<file path="config.mk">
export PLATFORM = sky130hd
export DESIGN_NAME = bit_balance_counter_flat
export DESIGN_NICKNAME = d
export VERILOG_FILES = /design/src/rtl/bit_balance_counter_pkg.sv /design/src/rtl/bit_balance_counter_if.sv /design/src/rtl/bit_balance_counter_popcount_chunk.sv /design/src/rtl/bit_balance_counter.sv /design/src/flat_wrapper.sv
export SDC_FILE = /design/constraint.sdc
export NUM_CORES = 1
export LEC_CHECK = 0
export ABC_AREA = 1
export CORE_MARGIN = 2
export CORE_UTILIZATION = 50
export DETAILED_ROUTE_END_ITERATION = 16
export DONT_BUFFER_PORTS = 1
export PLACE_DENSITY = 0.76
export SLEW_MARGIN = 10
export SYNTH_ARGS = -nofsm -noshare
export SYNTH_HDL_FRONTEND = slang
export SYNTH_HIERARCHICAL = 1
export SYNTH_SLANG_ARGS = --single-unit
</file>
<file path="constraint.sdc">
create_clock -name clk -period 4.6 [get_ports clk]
set_input_delay 0.92 -clock clk [delete_from_list [all_inputs] [get_ports clk]]
set_output_delay 0.92 -clock clk [all_outputs]
set_load 0.01 [all_outputs]
</file>
<file path="src/rtl/bit_balance_counter_pkg.sv">
// Shared types for the bit balance counter.
// FSM state encoding and count-width helper.
package bit_balance_pkg;

    typedef enum logic [1:0] {
        IDLE = 2'd0,
        BUSY = 2'd1,
        DONE = 2'd2
    } state_e;

    // Bits needed to hold any count from 0 to w inclusive.
    function automatic int cnt_w(input int w);
        return $clog2(w + 1);
    endfunction

endpackage

</file>
<file path="src/rtl/bit_balance_counter_if.sv">
// Valid/ready bus of the bit balance counter.
// master drives words in and consumes results; slave is the counter.
interface bit_balance_counter_if #(
    parameter int WIDTH = 16,
    parameter int ACC_W = 16
);
    import bit_balance_pkg::*;

    localparam int CW = cnt_w(WIDTH);

    logic                    in_valid;
    logic                    in_ready;
    logic [WIDTH-1:0]        in_data;
    logic                    clr_acc;
    logic                    out_valid;
    logic                    out_ready;
    logic [CW-1:0]           ones;
    logic [CW-1:0]           zeros;
    logic [CW-1:0]           diff;
    logic                    zeros_gt;
    logic signed [ACC_W-1:0] run_disp;
    logic                    sat;

    modport master (
        output in_valid, in_data, clr_acc, out_ready,
        input  in_ready, out_valid, ones, zeros, diff,
        input  zeros_gt, run_disp, sat
    );

    modport slave (
        input  in_valid, in_data, clr_acc, out_ready,
        output in_ready, out_valid, ones, zeros, diff,
        output zeros_gt, run_disp, sat
    );

endinterface

</file>
<file path="src/rtl/bit_balance_counter_popcount_chunk.sv">
// Combinational ones counter for one CHUNK-bit slice.
// Result width is just wide enough for CHUNK.
module popcount_chunk
    import bit_balance_pkg::*;
#(
    parameter int CHUNK = 4,
    parameter int PW    = cnt_w(CHUNK)
) (
    input  logic [CHUNK-1:0] bits_i,
    output logic [PW-1:0]    cnt_o
);

    // Sum the bits of the slice.
    always_comb begin
        cnt_o = '0;
        for (int i = 0; i < CHUNK; i++) begin
            cnt_o = cnt_o + PW'(bits_i[i]);
        end
    end

endmodule

</file>
<file path="src/rtl/bit_balance_counter.sv">
// Multi-cycle bit balance counter: ones/zeros/diff per word,
// plus a saturating running disparity across words.
module bit_balance_counter
    import bit_balance_pkg::*;
#(
    parameter int WIDTH = 16,
    parameter int CHUNK = 4,
    parameter int ACC_W = 16
) (
    input logic               clk,
    input logic               rst_n,
    bit_balance_counter_if.slave bus
);

    localparam int CW  = cnt_w(WIDTH);
    localparam int PW  = cnt_w(CHUNK);
    localparam int NCH = WIDTH / CHUNK;
    localparam int IW  = (NCH > 1) ? $clog2(NCH) : 1;
    localparam int SW  = ((ACC_W > CW) ? ACC_W : CW) + 2;

    localparam logic [IW-1:0] LAST = IW'(NCH - 1);
    localparam logic signed [SW-1:0] MAXV =
        SW'((longint'(1) << (ACC_W - 1)) - 1);
    localparam logic signed [SW-1:0] MINV =
        SW'(-(longint'(1) << (ACC_W - 1)));

    if (WIDTH < 2) begin : g_bad_width
        $error("WIDTH must be at least 2");
    end
    if (CHUNK < 1 || (WIDTH % CHUNK) != 0) begin : g_bad_chunk
        $error("WIDTH must be a multiple of CHUNK");
    end
    if (ACC_W < 4) begin : g_bad_acc
        $error("ACC_W must be at least 4");
    end

    state_e                  state_q, state_d;
    logic [WIDTH-1:0]        data_q;
    logic [CW-1:0]           part_q;
    logic [IW-1:0]           idx_q;
    logic [CW-1:0]           ones_q, zeros_q, diff_q;
    logic                    zgt_q;
    logic signed [ACC_W-1:0] disp_q;
    logic                    sat_q;

    logic [PW-1:0]           pc;
    logic                    accept, finish;
    logic [CW-1:0]           ones_d, zeros_d, diff_d;
    logic                    zgt_d;
    logic signed [SW-1:0]    delta, sum;
    logic signed [ACC_W-1:0] disp_d;
    logic                    clip;

    popcount_chunk #(
        .CHUNK (CHUNK),
        .PW    (PW)
    ) u_pc (
        .bits_i (data_q[CHUNK-1:0]),
        .cnt_o  (pc)
    );

    assign accept = bus.in_valid && (state_q == IDLE);
    assign finish = (state_q == BUSY) && (idx_q == LAST);

    // Next-state logic of the control FSM.
    always_comb begin
        state_d = state_q;
        unique case (state_q)
            IDLE:    if (accept) state_d = BUSY;
            BUSY:    if (idx_q == LAST) state_d = DONE;
            DONE:    if (bus.out_ready) state_d = IDLE;
            default: state_d = IDLE;
        endcase
    end

    // Word statistics and the clamped disparity update.
    always_comb begin
        ones_d  = part_q + CW'(pc);
        zeros_d = CW'(WIDTH) - ones_d;
        zgt_d   = zeros_d > ones_d;
        diff_d  = zgt_d ? (zeros_d - ones_d) : (ones_d - zeros_d);
        delta   = $signed(SW'(ones_d)) - $signed(SW'(zeros_d));
        sum     = SW'(disp_q) + delta;
        clip    = 1'b0;
        disp_d  = ACC_W'(sum);
        if (sum > MAXV) begin
            disp_d = ACC_W'(MAXV);
            clip   = 1'b1;
        end else if (sum < MINV) begin
            disp_d = ACC_W'(MINV);
            clip   = 1'b1;
        end
    end

    // FSM state register.
    always_ff @(posedge clk) begin
        if (!rst_n) state_q <= IDLE;
        else        state_q <= state_d;
    end

    // Latch the word and walk it one chunk per cycle, LSB first.
    always_ff @(posedge clk) begin
        if (!rst_n) begin
            data_q <= '0;
            part_q <= '0;
            idx_q  <= '0;
        end else if (accept) begin
            data_q <= bus.in_data;
            part_q <= '0;
            idx_q  <= '0;
        end else if (state_q == BUSY) begin
            data_q <= data_q >> CHUNK;
            part_q <= ones_d;
            idx_q  <= idx_q + 1'b1;
        end
    end

    // Published results change only when a word completes.
    always_ff @(posedge clk) begin
        if (!rst_n) begin
            ones_q  <= '0;
            zeros_q <= '0;
            diff_q  <= '0;
            zgt_q   <= 1'b0;
        end else if (finish) begin
            ones_q  <= ones_d;
            zeros_q <= zeros_d;
            diff_q  <= diff_d;
            zgt_q   <= zgt_d;
        end
    end

    // Running disparity; a clear beats a same-cycle update.
    always_ff @(posedge clk) begin
        if (!rst_n) begin
            disp_q <= '0;
            sat_q  <= 1'b0;
        end else if (bus.clr_acc) begin
            disp_q <= '0;
            sat_q  <= 1'b0;
        end else if (finish) begin
            disp_q <= disp_d;
            if (clip) sat_q <= 1'b1;
        end
    end

    assign bus.in_ready  = (state_q == IDLE);
    assign bus.out_valid = (state_q == DONE);
    assign bus.ones      = ones_q;
    assign bus.zeros     = zeros_q;
    assign bus.diff      = diff_q;
    assign bus.zeros_gt  = zgt_q;
    assign bus.run_disp  = disp_q;
    assign bus.sat       = sat_q;

endmodule

</file>
<file path="src/flat_wrapper.sv">
// flat-port wrapper written by rule: the top's interface ports become plain ports
module bit_balance_counter_flat import bit_balance_pkg::*;
#(
    parameter int WIDTH = 16,
    parameter int CHUNK = 4,
    parameter int ACC_W = 16
)
  (clk, rst_n, bus_in_valid, bus_in_data, bus_clr_acc, bus_out_ready, bus_in_ready, bus_out_valid, bus_ones, bus_zeros, bus_diff, bus_zeros_gt, bus_run_disp, bus_sat);
  bit_balance_counter_if #(.WIDTH(WIDTH), .ACC_W(ACC_W)) bus_i ();
  input logic clk;
  input logic rst_n;
  input wire logic [$bits(bus_i.in_valid)-1:0] bus_in_valid;
  input wire logic [$bits(bus_i.in_data)-1:0] bus_in_data;
  input wire logic [$bits(bus_i.clr_acc)-1:0] bus_clr_acc;
  input wire logic [$bits(bus_i.out_ready)-1:0] bus_out_ready;
  output wire logic [$bits(bus_i.in_ready)-1:0] bus_in_ready;
  output wire logic [$bits(bus_i.out_valid)-1:0] bus_out_valid;
  output wire logic [$bits(bus_i.ones)-1:0] bus_ones;
  output wire logic [$bits(bus_i.zeros)-1:0] bus_zeros;
  output wire logic [$bits(bus_i.diff)-1:0] bus_diff;
  output wire logic [$bits(bus_i.zeros_gt)-1:0] bus_zeros_gt;
  output wire logic [$bits(bus_i.run_disp)-1:0] bus_run_disp;
  output wire logic [$bits(bus_i.sat)-1:0] bus_sat;
  assign bus_i.in_valid = bus_in_valid;
  assign bus_i.in_data = bus_in_data;
  assign bus_i.clr_acc = bus_clr_acc;
  assign bus_i.out_ready = bus_out_ready;
  assign bus_in_ready = bus_i.in_ready;
  assign bus_out_valid = bus_i.out_valid;
  assign bus_ones = bus_i.ones;
  assign bus_zeros = bus_i.zeros;
  assign bus_diff = bus_i.diff;
  assign bus_zeros_gt = bus_i.zeros_gt;
  assign bus_run_disp = bus_i.run_disp;
  assign bus_sat = bus_i.sat;
  bit_balance_counter #(.WIDTH(WIDTH), .CHUNK(CHUNK), .ACC_W(ACC_W)) u_core (.clk(clk), .rst_n(rst_n), .bus(bus_i));
endmodule
</file>
==> metrics.csv <==
stage,metric,value,unit
outcome,status,finished with violations,
outcome,failing checks,negative setup slack,
logic_synthesis,Yosys Warn Count,6,
critical_path,RR Startpoint,u_core/data_q[0],
detailed_routing,WL/cell,16.2,um
critical_path,CP arrival,5070,ps
sta,max_slew headroom,29.6,%
job,reported max-cap violation count,0,
global_routing,initial antenna violation count,0,
layout,fraction of final layout cells sized beyond drive strength 1,35.7,%
layout,Area growth syn-to-layout,33.2,%
logic_synthesis,Post-synth EDFFs,0,
clock_tree,CTS Sinks,55,
logic_synthesis,Post-Syn Area,3500,um^2
logic_synthesis,largest cells by area after synthesis,"dfxtp_1, nand2_1, ha_1",
clock_tree,"Reg clk slew, reported paths",110,ps
critical_path,Worst setup EP type,flop,
critical_path,Critical Path Fanout Max,7,
clock_tree,Max Root-Sink Buffers,2,
die,initial core utilization,51.5,%
placed_design,gpl congestion,0.837,
pwr,"IR drop worst, VDD",0.000205,V
critical_path,FF-to-FF setup slack,-250,ps
global_routing,first-pass GRT wire length,15.4,mm
layout,ANT cells,0,
clock_tree,clock tree from TritonCTS,yes,
clock_tree,root buffer cell,clkbuf_8,
sta,final worst slack,-251,ps
min_path,WHS Path Cells,2,
sta,fmax,206,MHz
pwr,Tot Pwr,2.45,mW
global_routing,GRT overflow,0,
sta,Final Cycle Share,105,%
logic_synthesis,Main synth FF type,dfxtp_1,
clock_tree,H-Tree Depth,2,
die,Core Area,6790,um^2
critical_path,worst path required time,4820,ps
detailed_routing,vias,3502,
sta,setup violators final,18,
die,Die Area,7690,um^2
pwr,LEAKAGE,2.06,nW
logic_synthesis,net count after synthesis,531,
sta,RSZ-0062 raised after global routing,yes,
global_routing,largest net degree at the start of global routing,25,
detailed_routing,drt total wl,10.2,mm
detailed_routing,DR DRC count,0,
logic_synthesis,register area share after synthesis,31.5,%
global_routing,vias in the first global route,3385,
min_path,Hold Path Sink,u_core/data_q[14],
die,Die X,87.7,um
die,Die Y,87.7,um
sta,Sum Neg Setup Slack,-3780,ps
logic_synthesis,#FFs+latches synth,55,
die,row count,30,
logic_synthesis,Yosys top cell by area,dfxtp_1,
layout,Total Nets Final,582,
critical_path,Startpoint Class,flop,
critical_path,crit path kind,reg -> reg,
logic_synthesis,Netlist cell types,39,
clock_tree,worst skew pair latency,330,ps
logic_synthesis,top cell type's share of synthesized area,31.5,%
pwr,PwrDens,525,nW/um^2
logic_synthesis,Syn Area/Cell,7.32,um^2
logic_synthesis,top-count cell post-synth,nand2_1,
sta,Clock Skew,13.9,ps
logic_synthesis,top cells by instance count after synthesis,"nand2_1, dfxtp_1, inv_1, a21oi_1, nand3_1",
detailed_routing,DR iter-0 viols,169,
sta,final hold viol count,0,
clock_tree,Num CTS Buffers,5,
logic_synthesis,Synth async-reset ratio,0,%
layout,Final Core Density,68.6,%
logic_synthesis,Syn Inst Count,478,
global_routing,Tot GR Track Use,25.3,%
placed_design,IO Port Bufs,0,
min_path,HP Start,u_core/data_q[14],
critical_path,FF-to-FF End,u_core/bus.run_disp[2],
sta,fin. max-slew vios,0,
sta,final critical-path required period,4850,ps
placed_design,HPWL Detailed,6.09,mm
detailed_routing,ANT nets after route,0,
min_path,HP Class,reg -> reg,
detailed_routing,drt first pass iters,7,
clock_tree,cts hold-fix bufs,0,
sta,worst slew pin tran,1050,ps
die,IO Pins,56,
detailed_routing,Via-to-Cell Ratio,5.59,
critical_path,worst reg2reg path depth,27,
-- layout make-up --
cell class | count | area [um^2]
multi-input cells | 349 | 2600
fillers | 523 | 2130
flip-flops and latches | 55 | 1100
repair buffers | 60 | 503
inverters | 57 | 231
well taps | 96 | 120
clock buffers | 5 | 68.8
clock inverters | 3 | 26.3
repair inverters | 1 | 11.3
-- power by group --
part	total [mW]	switching [mW]	internal (mW)	leakage [nW]
Combinational	1.65	0.921	0.733	1.56
Clock	0.295	0.182	0.113	0.0491
Sequential	0.498	0.00830	0.490	0.447
-- flip-flops by register name, indices dropped and copies added, names as in the netlist --
signal,cells
u_core/bus.zeros_gt,1
u_core/bus.zeros,4
u_core/state_q,2
u_core/bus.diff,3
u_core/idx_q,2
u_core/bus.ones,5
u_core/part_q,5
u_core/data_q,16
u_core/bus.sat,1
u_core/bus.run_disp,16
-- cells by family after synthesis --
logic type	share of synthesized area, %
other	0.107
DFF	31.5
AOI/OAI and AO/OA	17.7
buffers and inverters	8.90
and+or+nand+nor	25.5
adders and majority gates	12.1
xor gates and xnor gates	4.25
-- through the flow --
step	hold slack (ps)	worst slack, ps	std cells	instance area [um^2]
finish	471	-251	626	4660
global route	496	-379	626	4660
CTS	472	-19.7	622	4490
detailed placement	454	-151	583	3950
global placement	449	-29.5	583	3950
floorplan	440	5.43	478	3690
-- critical path, cell delays in order (launching register included) --
cell and delay (ps):
dfxtp_2 350, inv_2 40, fa_1 550, inv_2 50, ha_4 160, ha_4 260, inv_2 40, fa_2 580
ha_4 150, inv_4 40, ha_4 280, xor2_4 190, nand2_2 90, nand2_2 90, nand3_2 80, nand2_4 160
inv_8 70, ha_4 270, a21o_1 180, nand3_1 80, nand2_1 80, a21oi_2 200, nand3_1 130, nand2_2 100
inv_2 60, a21oi_4 200, buf_6 190, a21oi_2 60
-- cells in the final DEF, fill, tap and decap left out, drive strengths merged, types with 2 or more instances in the layout --
master,n
buf,60
a31oi,13
xor2,10
nand3b,2
o211ai,4
o21a,2
dfxtp,55
clkbuf,5
inv,58
nor2,14
a21oi,50
o21ai,32
ha,29
fa,3
clkinv,3
a21o,2
nand2,142
nand3,36
xnor2,4
a21boi,2
-- repair_timing --
item	in CTS	in global routing
endpoints found under the setup margin	16	18
pin swaps	20	25
resized for setup	44	41
endpoints found under the hold margin	0	0
gates cloned	2	0
setup buffers	29	6
-- worst max-delay path by stage --
stage / from / endpoint
final: u_core/data_q[0] / u_core/bus.run_disp[2]
after CTS: u_core/data_q[3] / u_core/bus.run_disp[13]
after global placement: u_core/data_q[0] / u_core/bus.run_disp[13]
after floorplan: u_core/data_q[0] / u_core/bus.run_disp[7]
after global routing: u_core/data_q[0] / u_core/bus.run_disp[2]
after detailed placement: u_core/data_q[0] / u_core/bus.run_disp[11]
-- metal layers --
metal | track usage, % | routed length, um | share of wire (%) | vias up
li1 | - | - | - | 1669
met2 | 47.0 | 5370 | 53 | 135
met5 | 0 | 0 | 0 | -
met1 | 28.6 | 3910 | 38 | 1661
met3 | 4.52 | 542 | 5.3 | 37
met4 | 9.23 | 351 | 3.5 | 0
No activity file was read; power rests on OpenSTA's default activity.
